## src/rtl/cnn_mac_pkg.sv

```systemverilog
// Shared widths, beat sideband type and output clamp helper for the pipelined CNN MAC.
package cnn_mac_pkg;

  function automatic int unsigned prod_w(input int unsigned a_w, input int unsigned b_w);
    return a_w + b_w;
  endfunction

  function automatic int unsigned acc_w(input int unsigned a_w, input int unsigned b_w,
                                        input int unsigned guard);
    return a_w + b_w + guard;
  endfunction

  typedef struct packed {
    logic first;
    logic last;
    logic valid;
  } beat_sb_t;

  typedef struct packed {
    logic        sat;
    logic [63:0] val;
  } clip_t;

  // Clamp a signed value into the w-bit two's-complement range.
  function automatic clip_t sat_clip(input logic signed [63:0] v, input int unsigned w);
    logic signed [63:0] hi;
    logic signed [63:0] lo;
    clip_t              r;
    hi = (64'sd1 <<< (w - 1)) - 64'sd1;
    lo = -(64'sd1 <<< (w - 1));
    r.sat = 1'b1;
    if (v > hi) begin
      r.val = hi;
    end else if (v < lo) begin
      r.val = lo;
    end else begin
      r.val = v;
      r.sat = 1'b0;
    end
    return r;
  endfunction

endpackage

```

## src/rtl/cnn_mac_mul_pipe.sv

```systemverilog
// Signed A_W x B_W multiplier followed by NUM_STAGE enable-gated registers with sideband.
module cnn_mac_mul_pipe
  import cnn_mac_pkg::*;
#(
  parameter int unsigned A_W       = 16,
  parameter int unsigned B_W       = 11,
  parameter int unsigned NUM_STAGE = 2,
  localparam int unsigned PROD_W   = prod_w(A_W, B_W)
) (
  input  logic                     clk_i,
  input  logic                     rst_ni,
  input  logic                     en_i,
  input  logic signed [A_W-1:0]    a_i,
  input  logic signed [B_W-1:0]    b_i,
  input  beat_sb_t                 sb_i,
  output logic signed [PROD_W-1:0] prod_o,
  output beat_sb_t                 sb_o
);

  logic signed [PROD_W-1:0] prod_q [NUM_STAGE];
  beat_sb_t                 sb_q   [NUM_STAGE];

  always_ff @(posedge clk_i) begin
    if (!rst_ni) begin
      for (int i = 0; i < NUM_STAGE; i++) sb_q[i] <= '0;
    end else if (en_i) begin
      sb_q[0] <= sb_i;
      for (int i = 1; i < NUM_STAGE; i++) sb_q[i] <= sb_q[i-1];
    end
  end

  // Product data left unreset so the registers map onto DSP M/P stages.
  always_ff @(posedge clk_i) begin
    if (en_i) begin
      prod_q[0] <= PROD_W'(a_i) * PROD_W'(b_i);
      for (int i = 1; i < NUM_STAGE; i++) prod_q[i] <= prod_q[i-1];
    end
  end

  assign prod_o = prod_q[NUM_STAGE-1];
  assign sb_o   = sb_q[NUM_STAGE-1];

endmodule

```

## src/rtl/cnn_mac_pipe.sv

```systemverilog
// Pipelined signed MAC: accumulates first..last groups, emits scaled result on valid/ready.
// Define CNN_MAC_SAT_EN to clamp the output (out_sat flags clipping); otherwise it wraps.
module cnn_mac_pipe
  import cnn_mac_pkg::*;
#(
  parameter int unsigned A_W        = 16,
  parameter int unsigned B_W        = 11,
  parameter int unsigned NUM_STAGE  = 2,
  parameter int unsigned ACC_GUARD  = 8,
  parameter int unsigned FRAC_SHIFT = 10,
  parameter int unsigned OUT_W      = 16
) (
  input  logic                    ap_clk,
  input  logic                    ap_rst_n,
  input  logic                    in_valid,
  output logic                    in_ready,
  input  logic signed [A_W-1:0]   in_a,
  input  logic signed [B_W-1:0]   in_b,
  input  logic                    in_first,
  input  logic                    in_last,
  output logic                    out_valid,
  input  logic                    out_ready,
  output logic signed [OUT_W-1:0] out_data,
  output logic                    out_sat
);

  localparam int unsigned PROD_W = prod_w(A_W, B_W);
  localparam int unsigned ACC_W  = acc_w(A_W, B_W, ACC_GUARD);

  logic                     en;
  beat_sb_t                 sb_in, sb_p;
  logic signed [PROD_W-1:0] prod_p;
  logic signed [ACC_W-1:0]  acc_q, acc_d, acc_sum, scaled;
  logic signed [OUT_W-1:0]  out_data_q, out_data_d, res_data;
  logic                     out_valid_q, out_valid_d, out_sat_q, out_sat_d, res_sat;
  logic                     load;
  logic                     unused_bits;

  // A pending result that downstream refuses stalls the whole pipe.
  assign en       = !(out_valid_q && !out_ready);
  assign in_ready = en;

  always_comb begin
    sb_in       = '0;
    sb_in.first = in_first;
    sb_in.last  = in_last;
    sb_in.valid = in_valid;
  end

  cnn_mac_mul_pipe #(
    .A_W      (A_W),
    .B_W      (B_W),
    .NUM_STAGE(NUM_STAGE)
  ) u_mul (
    .clk_i (ap_clk),
    .rst_ni(ap_rst_n),
    .en_i  (en),
    .a_i   (in_a),
    .b_i   (in_b),
    .sb_i  (sb_in),
    .prod_o(prod_p),
    .sb_o  (sb_p)
  );

  assign acc_sum = sb_p.first ? ACC_W'(prod_p) : acc_q + ACC_W'(prod_p);
  assign scaled  = acc_sum >>> FRAC_SHIFT;

`ifdef CNN_MAC_SAT_EN
  clip_t clip;
  assign clip        = sat_clip(64'(scaled), OUT_W);
  assign res_data    = clip.val[OUT_W-1:0];
  assign res_sat     = clip.sat;
  assign unused_bits = ^clip.val[63:OUT_W];
`else
  assign res_data    = scaled[OUT_W-1:0];
  assign res_sat     = 1'b0;
  assign unused_bits = ^scaled[ACC_W-1:OUT_W];
`endif

  assign load = en && sb_p.valid && sb_p.last;

  always_comb begin
    acc_d       = acc_q;
    out_valid_d = out_valid_q;
    out_data_d  = out_data_q;
    out_sat_d   = out_sat_q;
    if (en && sb_p.valid) acc_d = acc_sum;
    // With en high the current result is either absent or being taken this cycle.
    if (en) out_valid_d = load;
    if (load) begin
      out_data_d = res_data;
      out_sat_d  = res_sat;
    end
  end

  always_ff @(posedge ap_clk) begin
    if (!ap_rst_n) begin
      acc_q       <= '0;
      out_valid_q <= 1'b0;
      out_data_q  <= '0;
      out_sat_q   <= 1'b0;
    end else begin
      acc_q       <= acc_d;
      out_valid_q <= out_valid_d;
      out_data_q  <= out_data_d;
      out_sat_q   <= out_sat_d;
    end
  end

  assign out_valid = out_valid_q;
  assign out_data  = out_data_q;
  assign out_sat   = out_sat_q;

endmodule

```

## config.mk

```make
export PLATFORM = sky130hd
export DESIGN_NAME = cnn_mac_pipe
export DESIGN_NICKNAME = d
export VERILOG_FILES = /design/src/rtl/cnn_mac_pkg.sv /design/src/rtl/cnn_mac_mul_pipe.sv /design/src/rtl/cnn_mac_pipe.sv
export SDC_FILE = /design/constraint.sdc
export NUM_CORES = 1
export LEC_CHECK = 0
export ABC_AREA = 1
export BUFFER_PORTS_ARGS = -buffer_cell sky130_fd_sc_hd__clkbuf_2
export CORE_ASPECT_RATIO = 2
export CORE_MARGIN = 2
export CORE_UTILIZATION = 50
export CTS_BUF_LIST = sky130_fd_sc_hd__clkbuf_16
export DETAILED_ROUTE_END_ITERATION = 16
export PLACE_DENSITY = 0.76
export SYNTH_ARGS = -nofsm -noshare
export SYNTH_HDL_FRONTEND = slang
export SYNTH_SLANG_ARGS = --single-unit
```

## constraint.sdc

```tcl
create_clock -name ap_clk -period 5.8 [get_ports ap_clk]
set_clock_uncertainty 0.2 [all_clocks]
set_input_delay 0.29 -clock ap_clk [delete_from_list [all_inputs] [get_ports ap_clk]]
set_output_delay 0.29 -clock ap_clk [all_outputs]
set_load 0.01 [all_outputs]
```

==> out/metrics.cfg <==
[sta]
tightest_slew_ns=0.808
setup_violations=0
hold_viol_final=0
fin_crit_sh=0.905
finalCriticalPeriod_ns=5.25
slew_violations=0
holdWs_ns=0.0170
fmax_ghz=0.190
rsz0062_at_grt=false
setup_tns_ns=0
relSlewSlack=0.461

[placement]
gp_congestion=1.02
dp_hpwl_um=25100
port_buffers=50

[synthesis]
netlist_area_um2=12100
synth_nets=1843
synth_cell_types=43
seq_area_frac_synth=0.215
ys.warnings.count=0
synth_seq_cells=101
syn_avg_cell_area_um2=7.72
synthCells=1571

[cells_and_area]
nets=1863
final_util=0.542
diodes=0
layout-drive-gt1-share=0.0746
syn_to_final_growth_pct=6.43

[clocking]
cts.sinks=101
clock_latency_ns=0.37
hold_buffers=0
root_buffer=clkbuf_16
clk_pin_slew_ns=0.07
post_cts_buffers=0
cts_tree=yes
cts_inserted_buffers=9
clockBufferDepth=2
htreeDepth=3
post_cts_resized=0

[worst_setup_path]
crit_chain=clkbuf_2 > nand2_1 > inv_1 > fa_1 > fa_1 > inv_1 > fa_1 > inv_1 > fa_1 > inv_1 > fa_1 > inv_1 > ha_1 > nand2_1 > nor3_2 > nand2_1 > nor4_1 > nand2_1 > nand3_1 > nand3b_1 > nand2_1
cp-end-kind=register
arrival_ns=5.18
critPathSlowestCell=fa_1
cp_top_family=adder cells
slowest_delay_ns=0.63
critPathMaxFanout=11
critPathLaunchType=primary input
cp.required_ns=5.73
crit_buf_inv=6
crit_type=in -> reg

[global_route]
grt_pass1_wl_um=50300
grt_max_degree=57
gr-total-overflow=0
first_global_vias=10657
grt_usage=0.255
antenna_found_initial=0

[pwr]
pwr-share-comb=0.722
ir_worst_vdd_uv=267
p_seq_frac=0.188
p_sw_mw=3.48
powerDensity_nw_per_um2=527
p_int_mw=3.32
leakage_nw=7.16
switching_share=0.512
pwr-share-clk=0.090
power_mw=6.80

[die]
initial_core_util=0.509
dieHeight_um=224
core_um2=23800
num_rows=80
die_w_um=114
ios=52
die-area_um2=25600

[routing]
drc=0
final_antenna_net_count=0
drtIter0Drc=412
drtPass1Iterations=6
wirelength_um=30200
viasPerCell=5.24
wl_per_cell_um=16.0
dr_total_vias=9858

[min_path]
hold_path_class=in -> reg

[status]
status=finished, final reports clean

[job]
cap_violations=0

==> worst min-delay path: stages <==
cell	delay [ns]
clkbuf_2	0.07
inv_1	0.03
nor2_1	0.08
==> stage by stage <==
step                setup slack, ns  cell area, µm²  cells
floorplan                     0.470           12100   1571
global placement              0.257           12600   1867
detailed placement            0.166           12600   1867
CTS                           0.563           12900   1883
global route                  0.258           12900   1883
finish                        0.550           12900   1883
==> state kept, by name, summed over array words and instances, names as in the netlist <==
register,cells
acc_q,26
out_data,16
out_valid,1
u_mul.prod_q,52
u_mul.sb_q,6
==> worst paths after layout <==
| path | cells after the start | slack [ns] | to | startpoint |
|---|---|---|---|---|
| worst max-delay path | 21 | 0.55 | u_mul.prod_q[0][25]$_DFFE_PN_ | in_a[15] |
| worst min-delay path | 3 | 0.02 | u_mul.sb_q[0][0]$_SDFFCE_PN0P_ | in_valid |
| worst max register to register | 9 | 2.48 | out_data[7]$_SDFFE_PN0P_ | out_valid$_SDFFE_PN0N_ |
| worst min register to register | 0 | 0.21 | u_mul.prod_q[0][41]$_DFFE_PN_ | u_mul.prod_q[0][14]$_DFFE_PN_ |
==> power by group through the flow <==
stage / logic [mW] / clock network, mW / registers [mW]
global route: 5.70 / 0.651 / 1.30
CTS: 4.95 / 0.625 / 1.28
floorplan: 3.75 / 0 / 1.25
finish: 4.91 / 0.611 / 1.28
global placement: 4.81 / 0 / 1.28
detailed placement: 4.91 / 0 / 1.29
==> cell usage in the layout (no fill, tap or decap), types with 10 or more instances in the layout <==
cell type  count
xor2_1        19
o21ai_0       27
a21oi_1       59
fa_1         159
inv_2         10
clkbuf_2      50
o21a_1        15
nand2_1      396
nand2_2       10
xnor2_1       12
nor2_1        80
inv_1        388
nand4_1       14
dfxtp_1       43
ha_1          80
buf_4         13
nand3_1       81
edfxtp_1      58
==> synthesized netlist by cell type (all sizes together) <==
library cell,number,share of area
nor3,9,0.0054
xor2,19,0.014
nand3,82,0.034
xnor2,12,0.0087
ha,80,0.083
a211oi,1,0.00062
nor4,4,0.0021
nor2,85,0.028
o21a,15,0.0093
o211ai,6,0.0041
a21o,5,0.0031
and2,2,0.0010
nand4,14,0.0072
clkbuf,41,0.013
fa,159,0.26
nand2,406,0.13
conb,1,0.00031
edfxtp,58,0.14
or2,13,0.0067
nand3b,3,0.0019
buf,13,0.0056
a31oi,2,0.0010
inv,396,0.12
o221ai,1,0.00072
o21bai,5,0.0031
dfxtp,43,0.071
clkinv,2,0.00062
a21oi,62,0.027
o21ai,32,0.014
==> kinds of logic (layout without fill, tap and decap cells) <==
logic type,count (synthesis),in the layout,share of synthesized area
AOI/OAI and AO/OA,129,129,0.0620
DFF,101,101,0.215
adders and majority gates,239,239,0.345
other,1,1,0.000309
buffers and inverters,452,477,0.142
and+or+nand+nor,618,618,0.214
xor gates and xnor gates,31,31,0.0224
==> area by class of cell <==
cell class                 count  area (µm²)
multi-input combinational   1018        7810
clock buffer                   9         225
inverter                     398        1490
tap                          287         359
clock inverter                 7        67.6
timing repair buffer          63         348
fill                        2257       10900
sequential                   101        2600
==> metal layers <==
layer  share of wire  vias up  global-route usage
met4           0.071        0               0.174
met2            0.58      234               0.511
li1                -     4743                   -
met3           0.026      116              0.0290
met5               0        -                   0
met1            0.32     4765               0.225
(Power assumes the default switching activity.)
